--- src/rtl/priority_encoder_hs.sv ---
// Registered 4-to-2 priority encoder with a valid/ack output handshake.
// Captures once per request burst and counts acknowledged transfers.
module priority_encoder_hs #(
  parameter int CNT_W = 8
) (
  input  logic             clk,
  input  logic             rst,
  input  logic             d0,
  input  logic             d1,
  input  logic             d2,
  input  logic             d3,
  input  logic             ack,
  output logic             s0,
  output logic             s1,
  output logic             valid,
  output logic             multi,
  output logic [CNT_W-1:0] count
);

  typedef enum logic [1:0] {
    IDLE,
    HOLD,
    RELEASE
  } state_t;

  state_t           state_q;
  logic [1:0]       code_q;
  logic             valid_q;
  logic             multi_q;
  logic [CNT_W-1:0] count_q;

  logic [3:0] req;
  logic       any_req;
  logic [1:0] code_d;
  logic       multi_d;

  assign req     = {d3, d2, d1, d0};
  assign any_req = |req;
  // Clearing the lowest set bit leaves something only if 2+ bits were set.
  assign multi_d = |(req & (req - 4'd1));

  always_comb begin
    code_d = 2'b00;
    priority case (1'b1)
      d3:      code_d = 2'b11;
      d2:      code_d = 2'b10;
      d1:      code_d = 2'b01;
      default: code_d = 2'b00;
    endcase
  end

  always_ff @(posedge clk or posedge rst) begin
    if (rst) begin
      state_q <= IDLE;
      code_q  <= 2'b00;
      valid_q <= 1'b0;
      multi_q <= 1'b0;
      count_q <= '0;
    end else begin
      unique case (state_q)
        IDLE: begin
          if (any_req) begin
            code_q  <= code_d;
            multi_q <= multi_d;
            valid_q <= 1'b1;
            state_q <= HOLD;
          end
        end
        HOLD: begin
          if (ack) begin
            valid_q <= 1'b0;
            count_q <= count_q + CNT_W'(1);
            state_q <= any_req ? RELEASE : IDLE;
          end
        end
        RELEASE: begin
          if (!any_req) state_q <= IDLE;
        end
        default: state_q <= IDLE;
      endcase
    end
  end

  assign s0    = code_q[0];
  assign s1    = code_q[1];
  assign valid = valid_q;
  assign multi = multi_q;
  assign count = count_q;

endmodule

--- config.mk ---
export PLATFORM = sky130hd
export DESIGN_NAME = priority_encoder_hs
export DESIGN_NICKNAME = d
export VERILOG_FILES = /design/src/rtl/priority_encoder_hs.sv
export SDC_FILE = /design/constraint.sdc
export NUM_CORES = 1
export LEC_CHECK = 0
export ABC_CLOCK_PERIOD_IN_PS = 1500
export BUFFER_PORTS_ARGS = -buffer_cell sky130_fd_sc_hd__clkbuf_2
export CAP_MARGIN = 5
export CORE_MARGIN = 10
export CORE_UTILIZATION = 45
export CTS_CLUSTER_SIZE = 30
export DETAILED_ROUTE_END_ITERATION = 10
export HOLD_SLACK_MARGIN = 0.06
export PLACE_DENSITY = 0.71
export SYNTH_ARGS = -nofsm -noshare
export SYNTH_HDL_FRONTEND = slang
export SYNTH_SLANG_ARGS = --single-unit
--- constraint.sdc ---
create_clock -name clk -period 1.5 [get_ports clk]
set_clock_uncertainty 0.2 [all_clocks]
set_input_delay 0.225 -clock clk [delete_from_list [all_inputs] [get_ports clk]]
set_output_delay 0.225 -clock clk [all_outputs]
set_load 0.005 [all_outputs]
==> impl_metrics.env <==
export IMPL_finalSetupViolCount=0
export IMPL_coreArea_um2=1330
export IMPL_report_final_slew_viol_count=0
export IMPL_htreeDepth=1
export IMPL_grtUsageTotal=0.0881
export IMPL_area_delta_synth_final_pct=27.3
export IMPL_hp_class="in -> reg"
export IMPL_drv_cap=0
export IMPL_rows=13
export IMPL_period_share=0.970
export IMPL_wl_met3_um=69
export IMPL_pwr_share_seq=0.474
export IMPL_drt_total_wl_mm=1.37
export IMPL_syn_area_um2=646
export IMPL_synth_fp_nets=65
export IMPL_clkSinkCount=14
export IMPL_io_pins=19
export IMPL_end_kind="flip-flop"
export IMPL_dpl_cell_area_um2=754
export IMPL_cts_setup_buffers=0
export IMPL_finalHoldViolations=0
export IMPL_gp_congestion=0.707
export IMPL_drive_above_1_share=0.317
export IMPL_crit_fanout=4
export IMPL_antenna_left=0
export IMPL_top_layer_used="met3"
export IMPL_finalSetupTns_ns=0
export IMPL_power_density_nw_per_um2=1740
export IMPL_firstDrtPassIters=2
export IMPL_worst_slew_margin_rel=0.653
export IMPL_hold_slack_ns=0.0631
export IMPL_synth_edf_count=0
export IMPL_drcViolationCount=0
export IMPL_finalNetCount=91
export IMPL_synthCells=57
export IMPL_antenna_found_initial=0
export IMPL_dr_wl_met2_um=666
export IMPL_startpoint_type="primary input"
export IMPL_outcome="finished clean"
export IMPL_cp_arrival_ns=1.42
export IMPL_wl_per_cell_um=14.2
export IMPL_num_vias=476
export IMPL_criticalPathCategory="in -> reg"
export IMPL_grt_max_degree=15
export IMPL_dp_slack_ns=0.110
export IMPL_io_buffers=18
export IMPL_fin_ws_ns=0.0448
export IMPL_sw_frac_of_total=0.354
export IMPL_ys_seq_elements=14
export IMPL_cts_max_path_buffers=2
export IMPL_dp_hpwl_mm=1.02
export IMPL_grt_pass1_wl_mm=2.27
export IMPL_grt_pass1_vias=469
export IMPL_tightest_slew_ns=0.520
export IMPL_clk_insertion_delay_late_ns=0.28
export IMPL_synth_cell_types=25
export IMPL_antennaDiodeCount=0
export IMPL_dieArea_um2=3350
export IMPL_viasPerCell=4.91
export IMPL_synth_async_reset_ratio=1.00
export IMPL_cts_tree="yes"
export IMPL_cts_root_buf="clkbuf_4"
export IMPL_power_frac_clock=0.194
export IMPL_overflow=0
export IMPL_cts_inserted_buffers=3
export IMPL_p_int_uw=926
export IMPL_p_leak_nw=0.434
export IMPL_p_sw_uw=507
export IMPL_critPathRequiredTime_ns=1.46
export IMPL_fin_crit_ns=1.46
export IMPL_vdd_ir_drop_max_v=0.000855
export IMPL_start_util=0.484
export IMPL_yosysSeqAreaShare=0.543
export IMPL_clock_fmax_mhz=687
export IMPL_dr_first_iter_drc_count=7
export IMPL_clk_pin_slew_ns=0.09
export IMPL_die_y_um=57.9
export IMPL_synth_flop_cell="dfrtp_1"
export IMPL_synth_warnings=0
export IMPL_p_comb_frac=0.332
export IMPL_fp_dieW_um=57.9
export IMPL_synth_avg_cell_area_um2=11.3
export IMPL_wl_met1_um=638
export IMPL_final_design_area_no_fill_um2=822
cell families after synthesis:
kind of cell / after synthesis / synth area share
compound gates: 7 / 0.0756
xor+xnor: 7 / 0.0950
fa+ha+maj: 2 / 0.0349
buf+inv: 3 / 0.0174
flops: 14 / 0.543
mux: 1 / 0.0155
simple gates: 23 / 0.219
cells in the mapped netlist, types with 2 or more instances:
| cell | number | share of area |
|---|---|---|
| dfrtp_1 | 14 | 0.54 |
| nand2_1 | 7 | 0.041 |
| xnor2_1 | 4 | 0.054 |
| inv_1 | 3 | 0.017 |
| nand4_1 | 3 | 0.029 |
| nor2_1 | 3 | 0.017 |
| xor2_1 | 3 | 0.041 |
| a21oi_1 | 2 | 0.016 |
| nor3_1 | 2 | 0.016 |
layout by cell type, fill, tap and decap left out, drive strengths merged:
cell type and instances:
ha 1, nand3b 1, o2bb2ai 1, nand2b 2
dfrtp 14, o21ai 1, clkbuf 22, nor4 1
nand2 7, nor2 3, xor2 3, o31ai 1
a211oi 1, and3b 1, inv 3, nor3 2
and3 1, nand4 3, mux2i 1, nand3 1
a21bo 1, and2b 1, dlygate4sd3 3, maj3 1
a21oi 2, xnor2 4
critical path: stages:
cell and delay (ns):
dlygate4sd3_1 0.52, clkbuf_2 0.14, and3b_2 0.24, nand4_1 0.13, xnor2_1 0.16
registers in the layout (all words and copies together) (netlist names):
| signal | count |
|---|---|
| count | 8 |
| code_q | 2 |
| state_q | 2 |
| multi | 1 |
| valid | 1 |
stage by stage:
step,utilization,power [mW],instances
6_report,0.616,1.43,97
2_1_floorplan,-,0.954,57
4_1_cts,0.615,1.45,97
3_5_place_dp,0.566,1.17,90
5_1_grt,0.616,1.56,97
3_3_place_gp,0.566,1.15,90
worst paths after layout:
kind | slack [ns] | cells past startpoint | from | endpoint
worst max-delay path | 0.04 | 5 | ack | count[6]
worst min-delay path | 0.06 | 3 | d2 | state_q[1]
worst max register to register | 0.16 | 3 | state_q[0] | count[6]
worst min register to register | 0.27 | 1 | count[7] | count[7]
max in group asynchronous | 0.46 | 3 | rst | count[2]
min in group asynchronous | 0.29 | 3 | rst | multi
power groups by stage:
stage	logic [mW]	registers [mW]	clock network (mW)
floorplan	0.282	0.672	0
global placement	0.471	0.680	0
detailed placement	0.480	0.685	0
CTS	0.489	0.678	0.284
global route	0.546	0.707	0.309
finish	0.476	0.679	0.278
layout make-up:
type                            count  area [um^2]
Clock buffer                        4         36.3
Tap cell                           15         18.8
Fill cell                         125          512
Inverter                            3         11.3
Timing Repair Buffer               21          120
Multi-Input combinational cell     40          285
Sequential cell                    14          350
what timing repair did:
action / in CTS / in global routing
hold buffers: 3 / 0
endpoints found under the setup margin: 0 / 1
hold endpoints to repair: 16 / 0
gates resized for setup: 0 / 1
layer usage:
layer	vias to the layer above	track usage
met5	-	0
met4	0	0.0503
met3	0	0.0414
met2	8	0.130
met1	220	0.102
li1	248	-
Note: power is estimated with default switching activity, not from simulation.
